### src/rtl/cascade_and_pkg.sv
// cascade_and_pkg: FSM state type, reset vector table ({d1,d0} = 00,01,01,11,01,10) and default sizes for cascade_and_pattern_gen
package cascade_and_pkg;
  typedef enum logic [1:0] {IDLE, RUN, DONE} state_t;
  localparam int NUM_VEC_DEF = 6;
  localparam int IDX_W_DEF = 3;
  localparam int CNT_W_DEF = 8;
  localparam logic [5:0][1:0] RST_TBL = {2'b10, 2'b01, 2'b11, 2'b01, 2'b01, 2'b00};
  function automatic logic [1:0] rst_entry(input int i);
    return (i < 6) ? RST_TBL[i[2:0]] : 2'b00;
  endfunction
endpackage

### src/rtl/cascade_hold_timer.sv
// cascade_hold_timer: loadable down-counter (clk, rst_n, load, load_val in; expire out when count==0), stops at zero
module cascade_hold_timer #(
  parameter int CNT_W = 8
) (
  input  logic             clk,
  input  logic             rst_n,
  input  logic             load,
  input  logic [CNT_W-1:0] load_val,
  output logic             expire
);
  logic [CNT_W-1:0] cnt_q, cnt_d;
  always_comb cnt_d = load ? load_val : (cnt_q != '0) ? cnt_q - CNT_W'(1) : cnt_q;
  always_ff @(posedge clk or negedge rst_n)
    if (!rst_n) cnt_q <= '0;
    else cnt_q <= cnt_d;
  assign expire = (cnt_q == '0);
endmodule

### src/rtl/cascade_and_pattern_gen.sv
// cascade_and_pattern_gen: steps a writable {d1,d0} table (start/abort/hold_len/wr_* in; busy/done/vec_idx/d0/d1/exp_and out); CASCADE_PATGEN_LOOP_EN adds loop_en
module cascade_and_pattern_gen
  import cascade_and_pkg::*;
#(
  parameter int NUM_VEC = NUM_VEC_DEF,
  parameter int IDX_W   = IDX_W_DEF,
  parameter int CNT_W   = CNT_W_DEF
) (
  input  logic             clk,
  input  logic             rst_n,
  input  logic             start,
  input  logic             abort,
  input  logic [CNT_W-1:0] hold_len,
  input  logic             wr_en,
  input  logic [IDX_W-1:0] wr_addr,
  input  logic [1:0]       wr_data,
`ifdef CASCADE_PATGEN_LOOP_EN
  input  logic             loop_en,
`endif
  output logic             busy,
  output logic             done,
  output logic [IDX_W-1:0] vec_idx,
  output logic             d0,
  output logic             d1,
  output logic             exp_and
);
  localparam logic [IDX_W-1:0] LAST_IDX = IDX_W'(NUM_VEC - 1);
  state_t state_q, state_d;
  logic [1:0] tbl_q [NUM_VEC];
  logic [1:0] tbl_d [NUM_VEC];
  logic [IDX_W-1:0] vec_idx_q, vec_idx_d;
  logic [CNT_W-1:0] hold_q, hold_d, load_val;
  logic busy_q, done_q, d0_q, d1_q, d0_d, d1_d, exp_and_q;
  logic load, expire, loop;
`ifdef CASCADE_PATGEN_LOOP_EN
  assign loop = loop_en;
`else
  assign loop = 1'b0;
`endif
  cascade_hold_timer #(.CNT_W(CNT_W)) u_timer (
    .clk      (clk),
    .rst_n    (rst_n),
    .load     (load),
    .load_val (load_val),
    .expire   (expire)
  );
  always_comb begin
    tbl_d = tbl_q;
    if (wr_en && !busy_q && wr_addr <= LAST_IDX) tbl_d[wr_addr] = wr_data;
    state_d = state_q;
    vec_idx_d = vec_idx_q;
    hold_d = hold_q;
    load = 1'b0;
    load_val = hold_q - CNT_W'(1);
    unique case (state_q)
      IDLE:
        if (start && !abort) begin
          state_d = RUN;
          vec_idx_d = '0;
          hold_d = (hold_len == '0) ? CNT_W'(1) : hold_len;
          load = 1'b1;
          load_val = hold_d - CNT_W'(1);
        end
      RUN:
        if (abort) begin
          state_d = IDLE;
          vec_idx_d = '0;
          load = 1'b1;
          load_val = '0;
        end else if (expire) begin
          if (vec_idx_q != LAST_IDX) begin
            vec_idx_d = vec_idx_q + IDX_W'(1);
            load = 1'b1;
          end else if (loop) begin
            vec_idx_d = '0;
            load = 1'b1;
          end else begin
            state_d = DONE;
            vec_idx_d = '0;
          end
        end
      DONE: state_d = IDLE;
      default: state_d = IDLE;
    endcase
    {d1_d, d0_d} = (state_d == RUN) ? tbl_d[vec_idx_d] : 2'b00;
  end
  always_ff @(posedge clk or negedge rst_n)
    if (!rst_n) begin
      state_q <= IDLE;
      vec_idx_q <= '0;
      hold_q <= '0;
      busy_q <= 1'b0;
      done_q <= 1'b0;
      d0_q <= 1'b0;
      d1_q <= 1'b0;
      exp_and_q <= 1'b0;
      for (int i = 0; i < NUM_VEC; i++) tbl_q[i] <= rst_entry(i);
    end else begin
      state_q <= state_d;
      vec_idx_q <= vec_idx_d;
      hold_q <= hold_d;
      busy_q <= (state_d == RUN);
      done_q <= (state_d == DONE);
      d0_q <= d0_d;
      d1_q <= d1_d;
      exp_and_q <= d0_q & d1_q;
      tbl_q <= tbl_d;
    end
  assign busy = busy_q;
  assign done = done_q;
  assign vec_idx = vec_idx_q;
  assign d0 = d0_q;
  assign d1 = d1_q;
  assign exp_and = exp_and_q;
endmodule

### config.mk
export PLATFORM = sky130hd
export DESIGN_NAME = cascade_and_pattern_gen
export DESIGN_NICKNAME = d
export VERILOG_FILES = /design/src/rtl/cascade_and_pkg.sv /design/src/rtl/cascade_hold_timer.sv /design/src/rtl/cascade_and_pattern_gen.sv
export SDC_FILE = /design/constraint.sdc
export NUM_CORES = 1
export LEC_CHECK = 0
export ABC_AREA = 1
export BUFFER_PORTS_ARGS = -buffer_cell sky130_fd_sc_hd__buf_2
export CORE_MARGIN = 3
export CORE_UTILIZATION = 35
export DETAILED_ROUTE_END_ITERATION = 10
export PLACE_DENSITY = 0.62
export SLEW_MARGIN = 30
export SYNTH_ARGS = -nofsm -noshare
export SYNTH_HDL_FRONTEND = slang
export SYNTH_SLANG_ARGS = --single-unit
### constraint.sdc
create_clock -name clk -period 1.56 [get_ports clk]
set_input_delay 0.234 -clock clk [delete_from_list [all_inputs] [get_ports clk]]
set_output_delay 0.234 -clock clk [all_outputs]
set_load 0.01 [all_outputs]
### Yosys cells after proc, flatten, opt, wreduce, memory -nomap -nowiden

Cells that the tools add are included.

* register bits: 38
* bits in writable memories: 0
* memory bits (read-only): 0
* memories: 0
* latch bits: 0
* bits of input ports: 18

* reduce and logical (&&, ||, !) cells: 12
* order comparisons: 4
* multiplexer cells: 29
* divide/modulo/power cells: 0
* add/sub/neg operators: 4
* bitwise logic cells: 3
* shift operators: 0
* $mul: 0
* equal/unequal tests: 4

Operators with widths (number)
* $mux 8: 5
* $sub 8x1->8 const B: 3
* $logic_not 8->1: 2
* $mux 2: 8
* $pmux 8 s2: 1
* $bwmux 12: 1
* $mux 12: 1
* $mux 3: 4
* $ge 4x4->1 const B: 2
* $not 3->4: 2
* $reduce_bool 8->1: 1
* $bmux 2 s3: 1
* $demux 2 s3: 1
* $pmux 3 s2: 1
* $eq 2x1->1 const B: 2
* $logic_and 1x1->1: 4
* $lt 4x1->1 const B: 1
* $mux 1: 4
* $pmux 2 s2: 1
* $add 3x1->3 const B: 1
* $le 3x3->1 const B: 1
* $ne 3x3->1 const B: 1
* $eq 2x2->1 const B: 1
* $logic_not 1->1: 2
* 5 further kinds: 5

### Logic depth before layout (Yosys ltp)

* depth after elaboration: 11
* mapped depth: 14
* depth with buffers taken out: 14

### Hierarchy

Synthesis repeated with hierarchy kept, for this count alone.

* cell total of the unflattened synthesis: 347
* area, all modules: 2436.1 sq um

By module, submodules not included
* cascade_and_pattern_gen: area each 1900.6 sq um, cells each 273, times used 1
* cascade_hold_timer: area each 535.5 sq um, cells each 74, times used 1

### Worst setup path before layout

No wires, ideal clock.

* path kind: flip-flop to flip-flop
* start point: reg u_timer.cnt_q[0]
* end point: reg u_timer.cnt_q[0]
* period minus slack after synthesis: 1669 ps
* cell stages (with the launch flop): 14
* path slack: -109 ps
* arrival time: 1537 ps
* data required time: 1428 ps
* path buffers: 0
* cells stage by stage: dfrtp_1 -> inv_1 -> ha_1 -> inv_1 -> nor2_2 -> nand2_2 -> o21ai_1 -> nand2_1 -> nand2_4 -> inv_2 -> nand2_2 -> inv_2 -> nand2_1 -> o211ai_1

* cells in the longest elaborated chain, start to end: 5
* elaborated cells on any way between the ends: 9

Ends and longest elaborated chain
* start: declaration: RTL line cascade_hold_timer.sv:11 `logic [CNT_W-1:0] cnt_q, cnt_d;`
* start signal: assignment: RTL line cascade_hold_timer.sv:15 `else cnt_q <= cnt_d;`
* parallel branches: the longest is 5 deep, another holds $sub 8x1->8

Several ways; the timed one is not identified. The select of a mux whose other input is x is not followed.
A chain may end at the register's enable or synchronous reset.

### Worst setup path after layout

* start point: reg u_timer.cnt_q[0]
* end point: reg d1_q, in the netlist d1

* cells in the longest elaborated chain, start to end: 9
* elaborated cells on any way between the ends: 13

Ends and longest elaborated chain
* $logic_not 8->1 *: RTL line cascade_hold_timer.sv:16 `assign expire = (cnt_q == '0);`
* $mux 3: RTL line cascade_and_pattern_gen.sv:70 `end else if (expire) begin`
* $mux 3: RTL line cascade_and_pattern_gen.sv:65 `if (abort) begin`
* $pmux 3 s2: RTL line cascade_and_pattern_gen.sv:55 `unique case (state_q)`
* $not 3->4 (implied by the code): RTL line cascade_and_pattern_gen.sv:85 `{d1_d, d0_d} = (state_d == RUN) ? tbl_d[vec_idx_d] : 2'b00;`
* $bmux 2 s3: RTL line cascade_and_pattern_gen.sv:85
* $mux 2 (implied by the code) (2 in a row): RTL line cascade_and_pattern_gen.sv:85
* $mux 2 *: RTL line cascade_and_pattern_gen.sv:85
* net d1_d: RTL line cascade_and_pattern_gen.sv:33 `logic busy_q, done_q, d0_q, d1_q, d0_d, d1_d, exp_and_q;`
* end signal: assignment: RTL line cascade_and_pattern_gen.sv:95 `d1_q <= 1'b0;`
* end signal: assignment: RTL line cascade_and_pattern_gen.sv:105 `d1_q <= d1_d;`
* end: declaration: RTL line cascade_and_pattern_gen.sv:33

Mark *: on every way through the listed nets, which the timed path passes. The rest lies on a longest branch. The select of a mux whose other input is x is not followed.

==> results.txt <==
Count leader, synth: nand2_1
Crit start category: flip-flop
PwrDens: 1170 mW/mm2
Mapped Area: 0.00242 mm2
Total power: 4000 uW
Achievable Freq: 569 MHz
Register area share after synthesis: 39.6%
Die area: 0.00795 mm2
Area fraction of the dominant cell type after synthesis: 33.1%
Synth warn: 0
Post-synth top cells: nand2_1, inv_1, nor2_1
Final core utilization: 52.2%
Run status: finished with violations
Post-Synthesis Cells: 337
Failing checks: setup timing
Synth Flop Type: dfrtp_1
Fraction of registers with async set/reset: 100%
Sum Neg Setup Slack: -1.10 ns
Area occupied by multi-input gates: 0.00141 mm2
Post-DP HPWL: 4550 um
Clock H-tree levels: 2
Pint: 2610 uW
Filler instances: 611
DRC: 0
Vias in the first global route: 2259
# rows: 29
Remaining antenna violation count: 0
Setup WS post-layout: -0.197 ns
Die Y: 89.2 um
WL/cell: 12.6 um
CTS tree: done
Hold Crit Class: input pin to flip-flop
Synth unique cells: 32
Slowest cell delay on critical path: 0.41 ns
Sw Ratio: 34.8%
Final Hold Viols: 0
Vias: 2409
Clock Latency Late Sink: 0.29 ns
Ratio of cells with drive above 1 in the final layout: 38.6%
Clk pwr share: 25.4%
Switching pwr: 1390 uW
EDFF count, synth: 0
Grt total ovfl: 0
Endpoint type of the worst setup path: flip-flop
Register share of total power: 34.5%
Max Clock Skew: 0.00995 ns
CP Class: flip-flop to flip-flop
DP Worst Slack: -0.130 ns
Clock-pin slew on the worst setup and hold paths: 0.08 ns
Top cells by area, synth: dfrtp_1, nand2_1, dfstp_2
Io pins: 26
Cell family with most CP delay: simple AND/OR/NAND/NOR gates
Synth area leader: dfrtp_1
Final period util: 113%
Pleak: 0.00176 uW
Post-DR vias/cell: 4.83
FF/Latch Area: 958 um2
Max-slew violation count: 0
MaxCap Viol Count: 0
Pre-Repair DR Iteration Count: 4
Fin nets: 443
Starting DRC count in detailed routing: 117
First-pass GRT wire length: 10100 um
RSZ-0062 raised after global routing: true
Die X: 89.2 um
Buffers added on ports: 25
Synthesized area per cell: 7.18 um2
Slowest cell on the critical path: dfrtp_1
Clock root buffer: clkbuf_8
Worst EP arrival: 1.94 ns
Deepest clock path buffer count: 2
Fin crit period: 1.76 ns
CTS buffer count: 5
Hold_ws: 0.244 ns
Buffers & Inverters on Critical Path: 2
Routed Wire Length: 6270 um
CP dominant cell by count: nand2_1
Area grow syn2layout: 40.9%
Largest net degree at the start of global routing: 21
CP cell instances: inv_2 -> ha_4 -> inv_2 -> nor2_4 -> nand2_4 -> o21ai_4 -> nand2_4 -> nand2_1 -> nand2_1 -> nand2_1 -> nand2_1 -> nand2_1 -> nor2_1
Initial Util: 37.0%
Max FO, Critical Path: 8
Initial antenna violation count: 0
Endpoints failing setup: 11
Maximum VDD drop: 0.483 mV
Rel. slew slack: 68.0%
Yosys reg bits: 38
Gr usage total: 16.1%
Post-Synthesis Net Count: 359
Clock sink count: 38
Diodes inserted: 0
Worst Path Required: 1.74 ns
Routability cong.: 0.807
Comb pwr share: 40.1%
Core ar.: 0.00653 mm2
Worst slew pin tran: 0.480 ns
## power groups by stage
stage | registers (uW) | logic, uW | clock network, uW
final | 1380 | 1600 | 1020
after global placement | 1380 | 1330 | 0
after detailed placement | 1380 | 1340 | 0
after CTS | 1370 | 1450 | 1030
after global routing | 1410 | 1760 | 1070
after floorplan | 1380 | 836 | 0
## state kept, by name, indices dropped and copies added (netlist names), 2 cells and up
register / count
tbl_q: 12
hold_q: 8
u_timer.cnt_q: 8
vec_idx: 3
state_q: 2
## worst register-to-register path, cell delays in order (launching register included)
cell and delay [ns]:
dfrtp_1 0.41, inv_2 0.09, ha_4 0.13, inv_2 0.04, nor2_4 0.15, nand2_4 0.08
o21ai_4 0.26, nand2_4 0.12, nand2_1 0.09, nand2_1 0.05, nand2_1 0.05, nand2_1 0.05
nand2_1 0.09, nor2_1 0.06
## timing repair
action,CTS,global route
setup buffers,5,5
hold buffers,1,0
setup endpoints to repair,10,12
endpoints found under the hold margin,14,0
pin swaps,10,22
resized for setup,16,30
## logic make-up (layout without fill, tap and decap cells)
family	after synthesis	count (layout)	share of synthesized area, %
XOR/XNOR	11	11	3.98
AO/OA/AOI/OAI	53	53	12.5
buffers and inverters	60	145	9.72
adder cells (fa/ha/maj)	4	4	2.07
flip-flops	38	38	39.6
AND/OR/NAND/NOR	171	171	32.1
## per-stage QoR
stage               instances  instance area (um2)
floorplan                 337                 2450
global placement          481                 3020
detailed placement        481                 3020
CTS                       495                 3270
global route              499                 3410
finish                    499                 3410
## layer usage
| layer | GRT usage, % | wire, um | vias up |
|---|---|---|---|
| met5 | 0 | 0 | - |
| met4 | 4.74 | 153 | 0 |
| met3 | 3.13 | 209 | 12 |
| met2 | 27.5 | 3080 | 51 |
| met1 | 20.5 | 2830 | 1109 |
| li1 | - | - | 1237 |
## path summary, 6_finish.rpt
path | start | to | slack (ns) | cells after the start
hold / removal | wr_data[0] | tbl_q[8] | 0.24 | 3
max in group asynchronous | rst_n | tbl_q[6] | 0.60 | 3
min in group asynchronous | rst_n | tbl_q[10] | 0.42 | 2
hold reg to reg | d1 | exp_and | 0.46 | 2
setup reg to reg | u_timer.cnt_q[0] | d1 | -0.20 | 13
setup / recovery | u_timer.cnt_q[0] | d1 | -0.20 | 13
## final cells by class
| cell class | count | area share, % |
|---|---|---|
| clock buffer | 5 | 2.02 |
| multi-input combinational | 239 | 41.2 |
| clock inverter | 3 | 2.02 |
| inverter | 55 | 6.42 |
| tap | 77 | 2.83 |
| sequential | 38 | 28.1 |
| timing repair buffer | 82 | 17.4 |
## layout by cell type (no fill, tap or decap), drive strengths merged
cell type    count
ha               4
dlygate4sd3      1
xnor2            2
nor4             2
buf             81
clkbuf           5
dfstp            6
nand2           92
o211ai           1
clkinv           2
xor2             9
nand4            6
dfrtp           32
nand3           25
nor3b            1
nor2            41
o22ai            4
bufinv           2
a21oi           12
inv             54
nor3             4
o21ai           36
Note: power is estimated with default switching activity, not from simulation.
